`src/rtl/dataflow_ctrl_pkg.sv`:
```
// Shared definitions for dataflow start-token controllers.
//   fsm_state_t          : consumer FSM states (IDLE waits for a token, START
//                          holds ap_start until the PE accepts it)
//   DEFAULT_MAX_INFLIGHT : default bound on started-but-not-done invocations
//   DEFAULT_INFL_W       : default width of the in-flight counter
//   DEFAULT_CNT_W        : default width of the completion counter
//   infl_width()         : minimum counter width able to hold a given bound
package dataflow_ctrl_pkg;

    typedef enum logic {
        IDLE  = 1'b0,
        START = 1'b1
    } fsm_state_t;

    localparam int DEFAULT_MAX_INFLIGHT = 2;
    localparam int DEFAULT_INFL_W       = 3;
    localparam int DEFAULT_CNT_W        = 32;

    // Bits needed to represent 0..max_inflight inclusive.
    function automatic int infl_width(input int max_inflight);
        return (max_inflight < 1) ? 1 : $clog2(max_inflight + 1);
    endfunction

endpackage

```
`src/rtl/start_fifo_consumer_inflight_tracker.sv`:
```
// Bookkeeping for PE invocations launched by start_fifo_consumer.
//   clk, reset        : clock, async active-high reset
//   inc               : a start was accepted this cycle (ap_start & ap_ready)
//   pe_ap_done        : PE reports one finished invocation
//   inflight          : started-not-done count
//   pe_ap_continue    : registered acknowledge, high while work is outstanding
//   done_count        : completions since reset, wraps silently
//   err_spurious_done : sticky, done seen with nothing outstanding
module inflight_tracker
    import dataflow_ctrl_pkg::*;
#(
    parameter int INFL_W = DEFAULT_INFL_W,
    parameter int CNT_W  = DEFAULT_CNT_W
) (
    input  logic              clk,
    input  logic              reset,
    input  logic              inc,
    input  logic              pe_ap_done,
    output logic [INFL_W-1:0] inflight,
    output logic              pe_ap_continue,
    output logic [CNT_W-1:0]  done_count,
    output logic              err_spurious_done
);

    logic              accept_done;
    logic              spurious;
    logic [INFL_W-1:0] inflight_next;

    // A done is honoured when an invocation is outstanding, or when the start
    // is being accepted in the same cycle (ready-then-done within one cycle).
    assign accept_done = pe_ap_done && (pe_ap_continue || inc);
    assign spurious    = pe_ap_done && !pe_ap_continue && !inc;

    // NOTE: every output of a combinational block gets a default first, so no
    // path leaves it unassigned and no latch is inferred.
    always_comb begin
        inflight_next = inflight;
        if (inc && !accept_done) begin
            inflight_next = inflight + INFL_W'(1);
        end else if (!inc && accept_done) begin
            inflight_next = inflight - INFL_W'(1);
        end
    end

    // NOTE: state registers use non-blocking assignments so all flops update
    // together on the edge regardless of statement order.
    always_ff @(posedge clk or posedge reset) begin
        if (reset) begin
            inflight          <= '0;
            pe_ap_continue    <= 1'b0;
            done_count        <= '0;
            err_spurious_done <= 1'b0;
        end else begin
            inflight       <= inflight_next;
            pe_ap_continue <= (inflight_next != '0);
            if (accept_done) begin
                done_count <= done_count + CNT_W'(1);
            end
            if (spurious) begin
                err_spurious_done <= 1'b1;
            end
        end
    end

endmodule

```
`src/rtl/start_fifo_consumer.sv`:
```
// Read-side controller for a dataflow start-token FIFO. Pops one token per
// PE invocation, drives the PE ap_start/ap_ready/ap_done/ap_continue
// handshake, bounds in-flight invocations and counts completions.
//   clk, reset        : clock, async active-high reset
//   fifo_empty_n      : start FIFO holds a token
//   fifo_read         : combinational pop strobe to the FIFO
//   pe_ap_start       : registered PE start request
//   pe_ap_ready       : PE accepted the start
//   pe_ap_done        : PE finished one invocation
//   pe_ap_continue    : registered completion acknowledge
//   inflight          : started-not-done count
//   done_count        : completions since reset
//   busy              : FSM active or invocations outstanding
//   err_spurious_done : sticky, unexpected done observed
module start_fifo_consumer
    import dataflow_ctrl_pkg::*;
#(
    parameter int MAX_INFLIGHT = DEFAULT_MAX_INFLIGHT,
    parameter int INFL_W       = DEFAULT_INFL_W,
    parameter int CNT_W        = DEFAULT_CNT_W
) (
    input  logic              clk,
    input  logic              reset,
    input  logic              fifo_empty_n,
    output logic              fifo_read,
    output logic              pe_ap_start,
    input  logic              pe_ap_ready,
    input  logic              pe_ap_done,
    output logic              pe_ap_continue,
    output logic [INFL_W-1:0] inflight,
    output logic [CNT_W-1:0]  done_count,
    output logic              busy,
    output logic              err_spurious_done
);

    fsm_state_t state;
    fsm_state_t state_next;
    logic       start_accept;

    // Gated by reset so no pop is issued while the block is held in reset.
    assign fifo_read = !reset && (state == IDLE) && fifo_empty_n &&
                       (inflight < INFL_W'(MAX_INFLIGHT));

    assign start_accept = (state == START) && pe_ap_ready;

    always_comb begin
        state_next = state;
        case (state)
            IDLE:    if (fifo_read)    state_next = START;
            START:   if (start_accept) state_next = IDLE;
            default: state_next = IDLE;
        endcase
    end

    // NOTE: asynchronous reset appears in the sensitivity list so pe_ap_start
    // drops immediately, without waiting for a clock edge.
    always_ff @(posedge clk or posedge reset) begin
        if (reset) begin
            state       <= IDLE;
            pe_ap_start <= 1'b0;
        end else begin
            state       <= state_next;
            pe_ap_start <= (state_next == START);
        end
    end

    inflight_tracker #(
        .INFL_W (INFL_W),
        .CNT_W  (CNT_W)
    ) u_tracker (
        .clk               (clk),
        .reset             (reset),
        .inc               (start_accept),
        .pe_ap_done        (pe_ap_done),
        .inflight          (inflight),
        .pe_ap_continue    (pe_ap_continue),
        .done_count        (done_count),
        .err_spurious_done (err_spurious_done)
    );

    assign busy = (state != IDLE) || (inflight != '0);

endmodule

```
`config.mk`:
```
export PLATFORM = sky130hd
export DESIGN_NAME = start_fifo_consumer
export DESIGN_NICKNAME = d
export VERILOG_FILES = /design/src/rtl/dataflow_ctrl_pkg.sv /design/src/rtl/start_fifo_consumer_inflight_tracker.sv /design/src/rtl/start_fifo_consumer.sv
export SDC_FILE = /design/constraint.sdc
export NUM_CORES = 1
export LEC_CHECK = 0
export ABC_AREA = 1
export BUFFER_PORTS_ARGS = -buffer_cell sky130_fd_sc_hd__buf_2
export CAP_MARGIN = 25
export CELL_PAD_IN_SITES_DETAIL_PLACEMENT = 1
export CELL_PAD_IN_SITES_GLOBAL_PLACEMENT = 1
export CORE_MARGIN = 2
export CORE_UTILIZATION = 40
export DETAILED_ROUTE_END_ITERATION = 8
export PLACE_DENSITY = 0.83
export SLEW_MARGIN = 20
export SYNTH_ARGS = -nofsm -noshare
export SYNTH_HDL_FRONTEND = slang
export SYNTH_SLANG_ARGS = --single-unit
```
`constraint.sdc`:
```
create_clock -name clk -period 1.6 [get_ports clk]
set_input_delay 0.08 -clock clk [delete_from_list [all_inputs] [get_ports clk]]
set_output_delay 0.08 -clock clk [all_outputs]
set_load 0.01 [all_outputs]
```
# Word-level counts from Yosys, hierarchy flattened
# Cells that the tools add are included.
# classes
n_lt_le_gt_ge,1
addsub,3
reduce_logical,17
bitwise,1
muxes,5
# op_table
op,count
$add A32 B1 Y32 const B,1
$logic_and A1 B1 Y1,9
$mux W3,2
$reduce_bool A3 Y1,2
$logic_not A1 Y1,4
$add A3 B1 Y3 const B,1
$lt A3 B2 Y1 const B,1
$sub A3 B1 Y3 const B,1
$logic_or A1 B1 Y1,2
$mux W1,2
$pmux W1 S2,1
$not A1 Y1,1
# word_totals
register_bits,38
in_bits,5
elab_cells,32
out_inout_bits,40

# Depth between registers and ports, before layout
# Gate-level depths: netlist of the first run.
# depth
ltp_word,7
ltp_mapped,9

# By module
# Synthesis of the first run repeated with hierarchy kept, for this count alone.
# unflattened
hier_cells,288
hier_area_um2,2199.6
# by_module_without_submodules
module,cells_each,n_inst,area_per_inst_um2,seq_area_each_um2
inflight_tracker,274,1,2120.8,925.9
start_fifo_consumer,14,1,78.8,25.0

# Worst setup path after synthesis of the first run
# Ideal clock, no wire load.
# synth_path
kind,register to register
start,reg u_tracker.done_count[1]
end,reg u_tracker.done_count[26]
setup_ns,0.117
required_ns,1.483
period_less_slack_ns,1.439
stages_incl_launch_ff,9
path_slack_ns,0.161
arrival_time_ns,1.322
path_cell_list,dfrtp_1 -> ha_1 -> nand3_1 -> nor2_2 -> nand2_1 -> nor2_4 -> nand3_1 -> nand2_1 -> nand2_1
# synth_between
elab_chain_cells,1
# synth_lines
element,line,source
from (decl),start_fifo_consumer_inflight_tracker.sv:21,"output logic [CNT_W-1:0] done_count,"
from (signal assigned),start_fifo_consumer_inflight_tracker.sv:57,done_count <= done_count + CNT_W'(1);
$add A32 B1 Y32,start_fifo_consumer_inflight_tracker.sv:57,
# Every way passes these cells.
# A chain may end at the register's enable or synchronous reset.

# Worst setup path after layout of the first run
# layout_path
start,reg u_tracker.done_count[1]
end,reg u_tracker.done_count[28]
# The elaborated chain is that of the path after synthesis.

==> results.md, run 1 <==
* Arrival time at the worst endpoint at 1740 ps
* Fillcell total at 663
* Via/cell ratio at 4.947
* Fin crit share at 0.9671
* R2R setup slack at 50 ps
* Syn_area_per_cell at 8.038 sq um
* Setup Skew at 5.091 ps
* Boundary pin count at 45
* Final Max Slew Viols at 0
* Final Hold Vio Count at 0
* Power, Total at 0.003098 W
* Sequential fraction of the synthesis area at 0.4481
* Max_slew headroom at 0.6666
* Final core occ at 0.5287
* Clock tree buffer depth at 2
* FP Rows at 26
* Placed cell count at 382
* Reg2reg path depth at 8
* Area Overhead vs Synth at 27.24%
* Antenna Cells at 0
* Post-Layout Cell Count at 399
* Max_cap viols at 0
* Leakage at 1.400 nW
* Total global routing track utilization at 0.2078
* Nets@finish at 337
* Critical path fanouts, max at 7
* Syn Nets at 273
* CTS H-tree lvls at 2
* Hold endpoint: state
* First drt pass iteration count at 5
* Total wire length at 6038 um
* Power Dens Cells at 1147 nW/um^2
* Initial antenna violation count at 0
* Hold Path Class: in -> reg
* Required @ worst endpoint at 1790 ps
* Yosys reg bits at 38
* Grt ovf at 0
* Syn Std Cell Area at 2122 sq um
* Clock Tree Root: clkbuf_8
* Routability cong. at 0.8189
* Clk_lat worst skew at 300 ps
* Worst r2r src: u_tracker.done_count[1]
* Worst IR Drop VDD at 0.6850 mV
* Measured slew at the worst slew-check pin at 500.0 ps
* Cts bufs inserted at 5
* Largest net degree at the start of global routing at 39
* Share of cells above drive strength 1 at 0.2766
* PortBufs at 44
* RSZ-0062 raised after global routing: yes
* CP Launch Type: flip-flop
* CTS tree: yes
* DRC Markers at 0
* Vias in the first global route at 2032
* Width of the die at 76.84 um
* Post-route setup TNS at 0 ps
* Outcome: finished clean
* Critical Path Source: u_tracker.done_count[1]
* Initial Util at 0.4155
* Synth Instances at 264
* DRT iter0 DRCs at 94
* Clock sinks at 38
* Beginning of the worst hold path: pe_ap_ready
* R2r endpoint: u_tracker.done_count[28]
* Vias at 1974
* Antenna Nets Post-Route at 0
* Wire per inst at 15.13 um
* FMAX at 646.3 MHz
* Die area at 5904 sq um
* Die height at 76.84 um
* YS warnings at 0
* Core area at 5107 sq um
* Detail Placement HPWL at 4271 um
* Final setup viols at 0
* Worst-path clk slew at 80 ps
* Fin crit period at 1547 ps
* Library cells used by synthesis at 26
* Critical Setup Path Class: reg -> reg
* First-pass GRT wire length at 9708 um
* Worst Setup End Kind: flip-flop
* Cell count of the worst hold path at 2
-- sequential cells by signal, summed over array words and instances, names as in the netlist --
name and count:
u_tracker.err_spurious_done 1, u_tracker.inflight 3, state 1, u_tracker.pe_ap_continue 1, u_tracker.done_count 32
-- cell families after synthesis --
logic type,Yosys count,share of synthesized area
fa+ha+maj,4,0.02359
flops,38,0.4481
buf+inv,38,0.07075
compound gates,6,0.02123
xor+xnor,19,0.07842
simple gates,159,0.3579
-- cells in the final DEF (no fill, tap or decap) --
master / n
nand2_1: 78
nand4_1: 12
xnor2_1: 8
nor2_4: 5
o21bai_1: 1
inv_2: 1
o22ai_1: 1
clkbuf_8: 5
a21oi_4: 1
a21oi_1: 1
inv_1: 36
ha_1: 3
bufinv_16: 1
and2_1: 1
nor3_1: 3
nor3_2: 1
buf_2: 44
ha_2: 1
nor2_8: 1
buf_6: 1
buf_4: 11
nand3b_1: 5
dlygate4sd3_1: 1
nor2_1: 22
clkinvlp_4: 2
nand3_1: 17
nand3_4: 3
dfrtp_1: 36
dfrtp_2: 2
xor2_1: 11
nand2_4: 2
o21ai_0: 2
nand2_2: 5
nor2_2: 5
-- final cells by class --
type	count	area [sq um]	share of cell area
Tap cell	70	87.58	0.03244
Sequential cell	38	953.4	0.3531
Multi-Input combinational cell	189	1082	0.4008
Clock inverter	3	45.04	0.01668
Clock buffer	5	68.82	0.02549
Timing Repair Buffer	57	324.1	0.1200
Inverter	37	138.9	0.05144
-- where the power goes --
part	switching, W	internal, W
clock network	0.000380	0.000464
registers	0.000169	0.00112
logic	0.000561	0.000403
total	0.00111	0.00199
-- cells in the mapped netlist --
cell | number | area, sq um
nor3_1 | 4 | 20.02
nor2_1 | 27 | 101.4
a21oi_1 | 1 | 5.000
o21bai_1 | 1 | 7.510
o22ai_1 | 1 | 6.260
a21oi_4 | 1 | 16.27
xnor2_1 | 8 | 70.07
dfrtp_1 | 38 | 950.9
nand2_2 | 3 | 18.77
nor2_2 | 1 | 6.260
nor2_4 | 3 | 33.78
nand3_1 | 18 | 90.09
buf_6 | 1 | 11.26
nand3_4 | 1 | 17.52
inv_1 | 36 | 135.1
and2_1 | 1 | 6.260
nor2_8 | 1 | 20.02
nand2_1 | 80 | 300.3
o21ai_0 | 2 | 10.01
nand4_1 | 12 | 75.07
xor2_1 | 11 | 96.34
nand3b_1 | 5 | 37.54
inv_2 | 1 | 3.750
nand2_4 | 2 | 22.52
ha_1 | 4 | 50.05
nand3_2 | 1 | 10.01
-- worst max-delay path: stages, from the launching register on --
cell,delay [ps]
dfrtp_1,410
ha_2,240
nand3_4,80
nor2_4,170
nand3_4,100
nor2_4,240
nand2_1,80
nand2_1,60
nand2_1,50
-- metrics by stage --
step / area (sq um) / setup WS [ps] / hold slack [ps]
floorplan: 2122 / 161.1 / 189.4
global route: 2700 / -56.85 / 40.65
finish: 2700 / 52.64 / 43.39
CTS: 2580 / 16.17 / 30.22
global placement: 2456 / 135.8 / 293.7
detailed placement: 2456 / 38.39 / 297.6
-- worst max path at each step --
| stage | slack, ps | cells past startpoint | to |
|---|---|---|---|
| final | 50 | 8 | u_tracker.done_count[28] |
| after global routing | -60 | 8 | u_tracker.done_count[28] |
| after CTS | 20 | 7 | u_tracker.done_count[28] |
| after detailed placement | 40 | 8 | u_tracker.done_count[26] |
| after global placement | 140 | 7 | u_tracker.done_count[28] |
| after floorplan | 160 | 8 | u_tracker.done_count[26] |
-- metal layers --
layer,vias to the layer above,part of all wire,routed length [um],track usage
li1,950,-,-,-
met1,971,0.44,2627,0.2526
met2,43,0.51,3087,0.3623
met3,10,0.032,194,0.04000
met4,0,0.021,127,0.08000
met5,-,0,0,0
-- repair_timing --
item | in CTS | in global routing
setup endpoints to repair | 0 | 19
endpoints found under the hold margin | 38 | 0
gates resized for setup | 0 | 17
hold buffers | 1 | 0
setup buffers | 0 | 7
Note: power is estimated with default switching activity, not from simulation.
==> run 2, diff against run 1 <==
- RECOVER_POWER: not set -> 100
==> run 2 against run 1 <==
  * Final cell count stayed put
  * Global-route usage stayed put
  * Sequential share of layout area is 0.20 points higher
  * Combinational power is 2.2% lower
  * Sequential cell count stayed put
  * Largest cell class unchanged
==> results.md, run 2 (same netlist as run 1, synthesis figures left out) <==
* Outcome: finished clean (unchanged)
* Worst Setup EP: u_tracker.done_count[28] (unchanged)
* Reg2reg path depth at 8 (unchanged)
* CTS H-tree lvls at 2 (unchanged)
* First drt pass iteration count at 4 (was 5)
* Gr busiest metal: met2 (unchanged)
* Measured slew at the worst slew-check pin at 966.7 ps (was 500.0 ps)
* Worst Setup End Kind: flip-flop (unchanged)
* GR met3 Demand/Resource at 0.04000 (unchanged)
* CP max-delay cell: dfrtp_1 (unchanged)
* R2R setup slack at 50 ps (about the same)
* Max FFs per register at 32 (unchanged)
* R2r endpoint: u_tracker.done_count[28] (unchanged)
* Clock tree buffer depth at 2 (unchanged)
* Hold_ws at 43.49 ps (was 43.39 ps)
* Boundary pin count at 45 (unchanged)
* Commonest non-fill, non-tap cells in the layout: nand2_1, inv_1, dfrtp_1 (was nand2_1, buf_2, inv_1, dfrtp_1, nor2_1)
* Arrival time at the worst endpoint at 1740 ps (about the same)
* Grt ovf at 0 (unchanged)
* Max_slew headroom at 0.3555 (was 0.6666)
* Setup Skew at 4.696 ps (was 5.091 ps)
* CTS tree: yes (unchanged)
* Nets@finish at 337 (unchanged)
* Worst r2r src: u_tracker.done_count[1] (unchanged)
* Critical path fanouts, max at 7 (unchanged)
* Slowest Stage Delay on Critical Path at 410 ps (about the same)
* Required @ worst endpoint at 1790 ps (about the same)
* Setup WS post-layout at 50.04 ps (was 52.64 ps)
* Largest net degree at the start of global routing at 39 (unchanged)
* Total wire length at 6034 um (was 6038 um)
* Worst path bufs/invs at 0 (unchanged)
* Vias in the first global route at 2032 (unchanged)
* Crit-path leading delay family: simple AND/OR/NAND/NOR gates (unchanged)
* Core area at 5107 sq um (unchanged)
* Fin area at 2685 sq um (was 2700 sq um)
* Critical Setup Path Class: reg -> reg (unchanged)
* RSZ-0062 raised after global routing: yes (unchanged)
* Wire per inst at 15.12 um (was 15.13 um)
* FP Rows at 26 (unchanged)
* First-pass GRT wire length at 9708 um (unchanged)
* Antenna Cells at 0 (unchanged)
* Met1 GRT Util at 0.2526 (unchanged)
* Dpl ws at 38.39 ps (unchanged)
* DRT iter0 DRCs at 103 (was 94)
* Detail Placement HPWL at 4271 um (unchanged)
* Worst IR Drop VDD at 0.6875 mV (was 0.6850 mV)
* Routability cong. at 0.8189 (unchanged)
* DP Area at 2456 sq um (unchanged)
* Largest regs: u_tracker.done_count (32), u_tracker.inflight (3) (unchanged)
* Antenna Nets Post-Route at 0 (unchanged)
* Final Max Slew Viols at 0 (unchanged)
* Leakage at 1.365 nW (was 1.400 nW)
* Width of the die at 76.84 um (unchanged)
* Hold Path Class: in -> reg (unchanged)
* CP cell instances: ha_2 -> nand3_4 -> nor2_4 -> nand3_4 -> nor2_4 -> nand2_1 -> nand2_1 -> nand2_1 (unchanged)
* Die height at 76.84 um (unchanged)
* Final Hold Vio Count at 0 (unchanged)
* CP Launch Type: flip-flop (unchanged)
* Beginning of the worst hold path: pe_ap_ready (unchanged)
* Power, Total at 0.003079 W (was 0.003098 W)
* Total global routing track utilization at 0.2078 (unchanged)
* Via/cell ratio at 4.960 (was 4.947)
* Clock Tree Root: clkbuf_8 (unchanged)
* Critical Path Source: u_tracker.done_count[1] (unchanged)
* Share of cells above drive strength 1 at 0.2462 (was 0.2766)
* Worst-path clk slew at 80 ps (about the same)
* Cts bufs inserted at 5 (unchanged)
* Most flops, register: u_tracker.done_count (unchanged)
* Placed cell count at 382 (unchanged)
* DRC Markers at 0 (unchanged)
* Initial Util at 0.4155 (unchanged)
* Die area at 5904 sq um (unchanged)
* Clk_lat worst skew at 300 ps (about the same)
* Max_cap viols at 0 (unchanged)
* Most common cell after layout, fill and taps aside: nand2_1 (unchanged)
* Worst path depth at 8 (unchanged)
* Vias at 1979 (was 1974)
* Fin crit period at 1550 ps (was 1547 ps)
* Post-Layout Cell Count at 399 (unchanged)
* Power Dens Cells at 1147 nW/um^2 (about the same)
* PortBufs at 44 (unchanged)
* M2 GR Usage at 0.3623 (unchanged)
* Initial antenna violation count at 0 (unchanged)
* Clock sinks at 38 (unchanged)
* Area Overhead vs Synth at 26.53% (was 27.24%)
* Fin crit share at 0.9687 (was 0.9671)
* Fillcell total at 663 (unchanged)
* CP most frequent cell: nand2_1 (unchanged)
* Final setup viols at 0 (unchanged)
* FMAX at 645.2 MHz (was 646.3 MHz)
-- run 2: area by class of cell --
cell class | instances | area, sq um | area share
Clock buffer | 5 | 68.82 | 0.02563
Inverter | 37 | 138.9 | 0.05172
Clock inverter | 3 | 45.04 | 0.01678
Multi-Input combinational cell | 189 | 1082 | 0.4031
Timing Repair Buffer | 57 | 309.0 | 0.1151
Tap cell | 70 | 87.58 | 0.03262
Sequential cell | 38 | 953.4 | 0.3551
-- run 2: worst min path at each step --
stage	to	slack [ps]	cells past startpoint
after floorplan	state	190	1
after global placement	u_tracker.inflight[2]	290	3
after detailed placement	u_tracker.inflight[0]	300	3
after CTS	state	30	2
after global routing	state	40	2
final	state	40	2
-- run 2: layer usage --
layer,part of all wire,vias to the layer above
met2,0.51,43
li1,-,951
met3,0.033,10
met1,0.43,975
met5,0,-
met4,0.021,0
-- run 2: stage by stage --
stage | TNS [ps] | utilization
2_1_floorplan | 0 | -
3_3_place_gp | 0 | 0.4809
3_5_place_dp | 0 | 0.4809
4_1_cts | 0 | 0.5051
5_1_grt | -215.1 | 0.5257
6_report | 0 | 0.5257
-- run 2: timing repair --
| item | CTS | global route |
|---|---|---|
| endpoints found under the hold margin | 38 | 0 |
| hold buffers | 1 | 0 |
| setup endpoints to repair | 0 | 19 |
| resized for setup | 0 | 17 |
| setup buffers | 0 | 7 |
-- run 2: report_power, final --
part | switching, W | internal (W) | leakage, nW
Sequential | 0.000171 | 0.00112 | 0.490
Clock | 0.000379 | 0.000464 | 0.0504
Combinational | 0.000562 | 0.000382 | 0.825
Total | 0.00111 | 0.00197 | 1.37
-- run 2: worst reg2reg max path: stages (launching register included) --
cell and delay, ps:
dfrtp_1 410, ha_2 240, nand3_4 80, nor2_4 170
nand3_4 110, nor2_4 240, nand2_1 80, nand2_1 60
nand2_1 50
